`src/rtl/fifo_rd_stream_pkg.sv`:
```
// ============================================================================
// fifo_stream_pkg : shared occupancy encoding and packet framing helper
// Revision 1.0
// ============================================================================
`default_nettype none

package fifo_stream_pkg;

  typedef enum logic [1:0] {
    OCC_EMPTY = 2'd0,
    OCC_ONE   = 2'd1,
    OCC_TWO   = 2'd2
  } occ_t;

  function automatic logic is_last(input int unsigned beat, input int unsigned len);
    return (beat == (len - 1));
  endfunction

endpackage

`default_nettype wire

```
`src/rtl/fifo_rd_stream_if.sv`:
```
// ============================================================================
// fifo_rd_stream_if : FIFO read port plus downstream valid/ready stream
// Revision 1.0
// ============================================================================
`default_nettype none

interface fifo_rd_stream_if #(
  parameter int DATA_WIDTH = 8,
  parameter int CNT_WIDTH  = 3
);
  logic                  fifo_rempty;
  logic [DATA_WIDTH-1:0] fifo_rdata;
  logic                  fifo_ren;
  logic                  m_valid;
  logic                  m_ready;
  logic [DATA_WIDTH-1:0] m_data;
  logic                  m_last;
  logic [1:0]            occupancy;
  logic [CNT_WIDTH-1:0]  beat_cnt;

  modport master (
    input  fifo_rempty, fifo_rdata, m_ready,
    output fifo_ren, m_valid, m_data, m_last, occupancy, beat_cnt
  );

  modport slave (
    output fifo_rempty, fifo_rdata, m_ready,
    input  fifo_ren, m_valid, m_data, m_last, occupancy, beat_cnt
  );
endinterface

`default_nettype wire

```
`src/rtl/fifo_rd_stream_pkt_beat_counter.sv`:
```
// ============================================================================
// pkt_beat_counter : counts accepted beats modulo PKT_LEN, flags the last beat
// Revision 1.0
// ============================================================================
`default_nettype none

module pkt_beat_counter
  import fifo_stream_pkg::*;
#(
  parameter int PKT_LEN   = 4,
  parameter int CNT_WIDTH = $clog2(PKT_LEN + 1)
) (
  input  wire logic                 clk,
  input  wire logic                 reset_n,
  input  wire logic                 clr,
  input  wire logic                 inc,
  output logic      [CNT_WIDTH-1:0] beat_cnt,
  output logic                      at_last
);

  logic [CNT_WIDTH-1:0] cnt_q;
  logic [CNT_WIDTH-1:0] cnt_d;

  assign at_last  = is_last(32'(cnt_q), PKT_LEN);
  assign beat_cnt = cnt_q;

  always_comb begin
    cnt_d = cnt_q;
    if (clr) begin
      cnt_d = '0;
    end else if (inc) begin
      cnt_d = at_last ? '0 : CNT_WIDTH'(cnt_q + 1'b1);
    end
  end

  always_ff @(posedge clk or negedge reset_n) begin
    if (!reset_n) begin
      cnt_q <= '0;
    end else begin
      cnt_q <= cnt_d;
    end
  end

endmodule

`default_nettype wire

```
`src/rtl/fifo_rd_stream.sv`:
```
// ============================================================================
// fifo_rd_stream : async-FIFO read adapter with 2-entry registered skid buffer
//                  and fixed-length packet framing on the output stream
// Revision 1.0
// ============================================================================
`default_nettype none

module fifo_rd_stream
  import fifo_stream_pkg::*;
#(
  parameter int DATA_WIDTH = 8,
  parameter int PKT_LEN    = 4,
  parameter int CNT_WIDTH  = $clog2(PKT_LEN + 1)
) (
  input  wire logic     clk,
  input  wire logic     reset_n,
  input  wire logic     flush,
  fifo_rd_stream_if.master bus
);

  occ_t                  occ_q;
  logic [DATA_WIDTH-1:0] head_q;
  logic [DATA_WIDTH-1:0] tail_q;
  logic                  pop;
  logic                  fill;
  logic                  at_last;

  assign bus.m_valid   = (occ_q != OCC_EMPTY);
  assign pop           = bus.m_valid & bus.m_ready;
  // Gated by reset_n so the FIFO is never popped while this side is held in reset.
  assign fill          = reset_n & ~flush & ~bus.fifo_rempty & ((occ_q != OCC_TWO) | pop);
  assign bus.fifo_ren  = fill;
  assign bus.m_data    = head_q;
  assign bus.m_last    = bus.m_valid & at_last;
  assign bus.occupancy = occ_q;

  always_ff @(posedge clk or negedge reset_n) begin
    if (!reset_n) begin
      occ_q  <= OCC_EMPTY;
      head_q <= '0;
      tail_q <= '0;
    end else if (flush) begin
      occ_q <= OCC_EMPTY;
    end else begin
      unique case (occ_q)
        OCC_EMPTY: begin
          if (fill) begin
            head_q <= bus.fifo_rdata;
            occ_q  <= OCC_ONE;
          end
        end
        OCC_ONE: begin
          if (fill && !pop) begin
            tail_q <= bus.fifo_rdata;
            occ_q  <= OCC_TWO;
          end else if (pop && !fill) begin
            occ_q <= OCC_EMPTY;
          end else if (pop && fill) begin
            head_q <= bus.fifo_rdata;
          end
        end
        OCC_TWO: begin
          if (pop) begin
            head_q <= tail_q;
            if (fill) begin
              tail_q <= bus.fifo_rdata;
            end else begin
              occ_q <= OCC_ONE;
            end
          end
        end
        default: begin
          occ_q <= OCC_EMPTY;
        end
      endcase
    end
  end

  pkt_beat_counter #(
    .PKT_LEN   (PKT_LEN),
    .CNT_WIDTH (CNT_WIDTH)
  ) u_beat_counter (
    .clk      (clk),
    .reset_n  (reset_n),
    .clr      (flush),
    .inc      (pop),
    .beat_cnt (bus.beat_cnt),
    .at_last  (at_last)
  );

endmodule

`default_nettype wire

```
`src/flat_wrapper.sv`:
```
// flat-port wrapper written by rule: the top's interface ports become plain ports
module fifo_rd_stream_flat import fifo_stream_pkg::*;
#(
  parameter int DATA_WIDTH = 8,
  parameter int PKT_LEN    = 4,
  parameter int CNT_WIDTH  = $clog2(PKT_LEN + 1)
)
  (clk, reset_n, flush, bus_fifo_rempty, bus_fifo_rdata, bus_m_ready, bus_fifo_ren, bus_m_valid, bus_m_data, bus_m_last, bus_occupancy, bus_beat_cnt);
  fifo_rd_stream_if #(.DATA_WIDTH(DATA_WIDTH), .CNT_WIDTH(CNT_WIDTH)) bus_i ();
  input  wire logic clk;
  input  wire logic reset_n;
  input  wire logic flush;
  input wire logic [$bits(bus_i.fifo_rempty)-1:0] bus_fifo_rempty;
  input wire logic [$bits(bus_i.fifo_rdata)-1:0] bus_fifo_rdata;
  input wire logic [$bits(bus_i.m_ready)-1:0] bus_m_ready;
  output wire logic [$bits(bus_i.fifo_ren)-1:0] bus_fifo_ren;
  output wire logic [$bits(bus_i.m_valid)-1:0] bus_m_valid;
  output wire logic [$bits(bus_i.m_data)-1:0] bus_m_data;
  output wire logic [$bits(bus_i.m_last)-1:0] bus_m_last;
  output wire logic [$bits(bus_i.occupancy)-1:0] bus_occupancy;
  output wire logic [$bits(bus_i.beat_cnt)-1:0] bus_beat_cnt;
  assign bus_i.fifo_rempty = bus_fifo_rempty;
  assign bus_i.fifo_rdata = bus_fifo_rdata;
  assign bus_i.m_ready = bus_m_ready;
  assign bus_fifo_ren = bus_i.fifo_ren;
  assign bus_m_valid = bus_i.m_valid;
  assign bus_m_data = bus_i.m_data;
  assign bus_m_last = bus_i.m_last;
  assign bus_occupancy = bus_i.occupancy;
  assign bus_beat_cnt = bus_i.beat_cnt;
  fifo_rd_stream #(.DATA_WIDTH(DATA_WIDTH), .PKT_LEN(PKT_LEN), .CNT_WIDTH(CNT_WIDTH)) u_core (.clk(clk), .reset_n(reset_n), .flush(flush), .bus(bus_i));
endmodule
```
`config.mk`:
```
export PLATFORM = sky130hd
export DESIGN_NAME = fifo_rd_stream_flat
export DESIGN_NICKNAME = d
export VERILOG_FILES = /design/src/rtl/fifo_rd_stream_pkg.sv /design/src/rtl/fifo_rd_stream_if.sv /design/src/rtl/fifo_rd_stream_pkt_beat_counter.sv /design/src/rtl/fifo_rd_stream.sv /design/src/flat_wrapper.sv
export SDC_FILE = /design/constraint.sdc
export NUM_CORES = 1
export LEC_CHECK = 0
export ABC_AREA = 1
export ABC_CLOCK_PERIOD_IN_PS = 3900
export CAP_MARGIN = 40
export CORE_MARGIN = 2
export CORE_UTILIZATION = 50
export DETAILED_ROUTE_END_ITERATION = 12
export PLACE_DENSITY = 0.76
export SLEW_MARGIN = 20
export SYNTH_ARGS = -nofsm -noshare
export SYNTH_HDL_FRONTEND = slang
export SYNTH_SLANG_ARGS = --single-unit
```
`constraint.sdc`:
```
create_clock -name clk -period 3.9 [get_ports clk]
set_input_delay 0.78 -clock clk [delete_from_list [all_inputs] [get_ports clk]]
set_output_delay 0.78 -clock clk [all_outputs]
set_load 0.005 [all_outputs]
```
* Yosys cells after proc, flatten, opt, wreduce, memory -nomap -nowiden *
Cells that the tools add are included.

word-level totals
  flip-flop bits (word level) = 21
  bits of input ports = 13
  output and inout port bits = 16
  logic and storage cells = 60

operators by class
  add/sub/neg operators = 1
  eq/ne operators = 15
  muxes and demuxes = 19
  bitwise operators = 8
  reduce and logical (&&, ||, !) cells = 13

operators with widths
  operator             number
  $mux 8               7
  $pmux 8 s3           1
  $pmux 8 s2           1
  $mux 2               6
  $ne 2x1->1 const B   5
  $mux 3               3
  $reduce_and 7->1     1
  $ne 2x2->1 const B   3
  $ne 3x2->1 const B   2
  $pmux 2 s3           1
  $reduce_bool 2->1    3
  $and 1x1->1          5
  $reduce_and 5->1     1
  $ne 4x2->1 const B   1
  $reduce_and 4->1     1
  $add 3x1->3 const B  1
  $eq 3x2->1 const B   1
  $logic_and 1x1->1    3
  $ne 3x3->1 const B   1
  $reduce_bool 3->1    1
  $eq 2x1->1 const B   1
  $eq 2x2->1 const B   1
  $logic_not 1->1      2
  $logic_not 2->1      1
  other kinds (2)      3

* Longest topological paths before layout *
  depth after elaboration = 10
  depth in mapped cells = 14
  mapped depth without buffers = 14

* By module *
A second synthesis with hierarchy kept.

unflattened totals
  cell total of the unflattened synthesis = 149
  area, all modules = 1108.6 um^2

by module, submodules not included
  module            times used  cells an instance  area each (um^2)  seq. area each (um^2)
  fifo_rd_stream    1           128                950.9             450.4
  pkt_beat_counter  1           21                 157.7             75.1

* Worst setup path after synthesis *
Ideal clock, no wire load.

  kind = input-to-reg
  from = input port flush
  to = register u_core.tail_q[4]
  setup time = 0.117 ns
  arrival = 1.912 ns
  required time = 3.783 ns
  setup slack = 1.871 ns
  stages on the path = 12
  buffers on the path = 1
  cell sequence = inv_4 nand2_2 nor2_2 nand2_4 inv_1 ha_1 inv_1 a21oi_1 nand2_4 buf_12 nand2_2 o21ai_2

on the way
  word-level cells in the longest chain between the ends = 7
  elaborated cells between the ends (all ways) = 8
  those cells by class = eq/ne (2); bitwise (4); reduce/logical (2)

RTL lines
  element                                line                  source
  start, declared                        flat_wrapper.sv:12    input wire logic flush;
  $not 1->1 (no source line) (*)         -
  $and 1x1->1 (3 in series)              fifo_rd_stream.sv:31  assign fill = reset_n & ~flush & ~bus.fifo_rempty & ((occ_q != OCC_TWO) | pop);
  $logic_and 1x1->1                      fifo_rd_stream.sv:53  if (fill && !pop) begin
  $ne 2x1->1 (no source line)            -
  $reduce_and 5->1 (no source line) (*)  -
  end signal, assigned                   fifo_rd_stream.sv:54  tail_q <= bus.fifo_rdata;
  end signal, assigned                   fifo_rd_stream.sv:66  tail_q <= bus.fifo_rdata;
  end, declared                          fifo_rd_stream.sv:23  logic [DATA_WIDTH-1:0] tail_q;

Every way passes the cells marked *; elsewhere a longest branch is shown, timed or not.
A chain may end at the register's enable or synchronous reset.

* Worst setup path after layout *
  from = input port flush
  to = output port bus_fifo_ren

on the way
  word-level cells in the longest chain between the ends = 4

RTL lines
  element                     line                  source
  $not 1->1 (no source line)  -
  $and 1x1->1 (3 in series)   fifo_rd_stream.sv:31
  end, declared               flat_wrapper.sv:16    output wire logic [$bits(bus_i.fifo_ren)-1:0] bus_fifo_ren;

No other way between the ends.

==> metrics.txt <==
Pins Over Slew Limit=0; post-route antenna net violation count=0; wire length of the first global-routing pass=3.643 mm; vias in the first global route=approximately 850; Hold Violations, Final=0; top_reg_cell synth=sky130_fd_sc_hd__dfrtp_1; number of antenna violations at the first check in global routing=0; Max-Cap Viols=0; CTS tree=built; share of synthesized area occupied by flip-flops and latches=0.4167; die span in y=54.23 microns; ys async rst share=1.000; setup repair after global routing missed its margin=no; number of synthesized register bits=21; logic depth of the worst register-to-register path=12; final critical-path required period=3040 ps; largest incremental delay on the critical path=500 ps; Mapped Nets=170; number of buffers inserted for hold repair after clock tree synthesis=0; number of flops mapped to enable cells by yosys=0; starting utilization of the core area=0.5185; number of cells on the critical path=7; non-filler cells in the finished layout=208; cell type with the highest occurrence count on the critical path=sky130_fd_sc_hd__clkdlybuf4s50_1; x dimension of the die=54.23 microns; Slew HR=0.5303; std cell rows=18; Pleak=0.7865 nW; chain of cells forming the critical path=clkdlybuf4s50_1 -> inv_4 -> nand2_2 -> nor2_2 -> nand2_4 -> inv_1 -> clkdlybuf4s50_1; fin crit share=0.7794; routed len/inst=10.80 microns; required time worst endpoint=between 3000 and 4000 ps; Final setup viols=0; total number of nets in the final design=200; CP max FO=10; last weighted congestion value of the routability-driven placer=0.7966; number of buffer and inverter instances along the worst setup path=4; mean instance size in the synthesized netlist=approximately 8.5 sq um; clock tree buffer depth=2; cell at the slowest stage of the critical path=sky130_fd_sc_hd__clkdlybuf4s50_1; most common library cell in the layout ignoring fill and taps=sky130_fd_sc_hd__nand2_1; DRC violations left=0; # IOs=29; Clk pin slew, worst setup/hold paths=110 ps; I/O Buffers=28; worst voltage drop across the vdd grid=405.0 uV; Diodes inserted=0; total wirelength of the detailed-routed design=2.246 mm; Setup Crit Path Kind=input port to output pin; Hold Path Stages=2; PwrDens=roughly 520 nW/um^2; synthesized instance count=about 150; netlist area before placement=1261 sq um; Total Negative Setup Slacks=0 ps; Core Util, Final=0.6461; number of CTS-inserted buffers=3; WP data arrival=roughly 2300 ps; worst clock skew=14.55 ps; Worst Hold Class=register to register; Die ar.=between 2000 and 3000 sq um; Area growth, synth to finish=24.60%; post-DR vias/cell=4.933; share of cells above drive strength 1=0.1517; number of library cell types mapped by synthesis=23; total number of clock tree sinks=21; via count=1026; cell class contributing the biggest share of worst-path delay=buffers and inverters; Clk Latency, worst-skew pair=310 ps; pin count of the biggest net entering global routing=23; type of destination of the critical path=output pin; Least-Margin Pin Slew=~700 ps; Iteration-0 DRC Markers=22; total power consumption of the routed design=0.8151 mW; HPWL after detailed placement=approximately 1.7 mm; yosys warns=0; run status=completed; highest-count cells in the layout ignoring fill and taps=sky130_fd_sc_hd__nand2_1 (40), sky130_fd_sc_hd__clkdlybuf4s50_1 (28), sky130_fd_sc_hd__dfrtp_1 (21), sky130_fd_sc_hd__inv_1 (20), sky130_fd_sc_hd__nand3_1 (16); H-tree lvl count=1; achievable clock frequency=329.0 MHz; setup fix buffers added after clock tree synthesis=0; Post-CTS Resized=0; Overall Global Routing Usage=0.1715; startpoint types=input port; floorplan core area=roughly 2400 sq um; clock root buffer=sky130_fd_sc_hd__clkbuf_4; number of optimization iterations in the first detailed-route pass=4; cell count after placement=between 200 and 250; grt ovf=0
[where the power goes]
part	switching, mW	leakage (nW)	internal [mW]	total, mW
sequential	0.0473	0.269	0.300	0.348
combinational	0.177	0.500	0.183	0.359
clock	0.0697	0.0177	0.0383	0.108
total	0.294	0.786	0.521	0.815
[kinds of logic (layout without fill, tap and decap cells)]
family	count (synthesis)	count (layout)	share of synthesized area
DFF	21	21	0.4167
AOI/OAI and AO/OA	19	19	0.1032
adders and majority gates	8	8	0.07937
and+or+nand+nor	75	75	0.2996
buffers and inverters	26	55	0.1012
[registers in the layout, summed over array words and instances (netlist names)]
| signal | cells |
|---|---|
| u_core.bus.m_data | 8 |
| u_core.tail_q | 8 |
| u_core.u_beat_counter.beat_cnt | 3 |
| u_core.bus.occupancy | 2 |
[per-stage QoR]
step	setup WS (ps)	area (sq um)	hold slack (ps)
floorplan	1871	1261	455.3
finish	860.4	1572	481.2
global placement	896.2	1544	454.6
detailed placement	855.4	1544	457.9
CTS	852.9	1572	487.2
global route	692.9	1572	499.7
[metal layers]
metal  global-route usage  share of wire
met1               0.2422           0.50
met2               0.2671           0.45
met3              0.02459          0.039
met4              0.06250          0.015
met5                    0              0
[Yosys cell counts, types with 2 or more instances]
cell                      count  area [sq um]
sky130_fd_sc_hd__dfrtp_1     21         525.5
sky130_fd_sc_hd__nand2_4      7         78.83
sky130_fd_sc_hd__o21ai_2      8         70.07
sky130_fd_sc_hd__nand3_1     16         80.08
sky130_fd_sc_hd__nand2_1     40         150.1
sky130_fd_sc_hd__nand2_2      3         18.77
sky130_fd_sc_hd__nand4_1      2         12.51
sky130_fd_sc_hd__ha_1         8         100.1
sky130_fd_sc_hd__o21ai_0      8         40.04
sky130_fd_sc_hd__inv_1       20         75.07
sky130_fd_sc_hd__nor2_1       4         15.01
[layout make-up]
class	count	area (sq um)
repair buffers	29	287.8
well taps	30	37.54
clock buffers	3	22.52
fillers	216	860.8
flip-flops and latches	21	525.5
multi-input cells	102	608.1
clock inverters	1	5.005
inverters	22	85.08
[worst reg2reg max path, delay by kind of cell, from the launching register on]
family,cells,cell delay (ps)
adder cells (fa/ha/maj),2,820
buffers and inverters,2,190
flip-flops,1,450
AND/OR/NAND/NOR,8,940
[path summary, 6_finish.rpt]
path	start	to	slack [ps]
hold reg to reg	u_core.bus.m_data[5]$_DFFE_PN0P_	u_core.bus.m_data[5]$_DFFE_PN0P_	480
setup reg to reg	u_core.bus.occupancy[0]$_DFFE_PN0P_	u_core.bus.m_data[7]$_DFFE_PN0P_	1400
min in group asynchronous	reset_n	u_core.u_beat_counter.beat_cnt[0]$_DFFE_PN0P_	870
hold / removal	u_core.bus.m_data[5]$_DFFE_PN0P_	u_core.bus.m_data[5]$_DFFE_PN0P_	480
max in group asynchronous	reset_n	u_core.tail_q[7]$_DFFE_PN0P_	2790
setup / recovery	flush	bus_fifo_ren	860
Note: power is estimated with default switching activity, not from simulation.
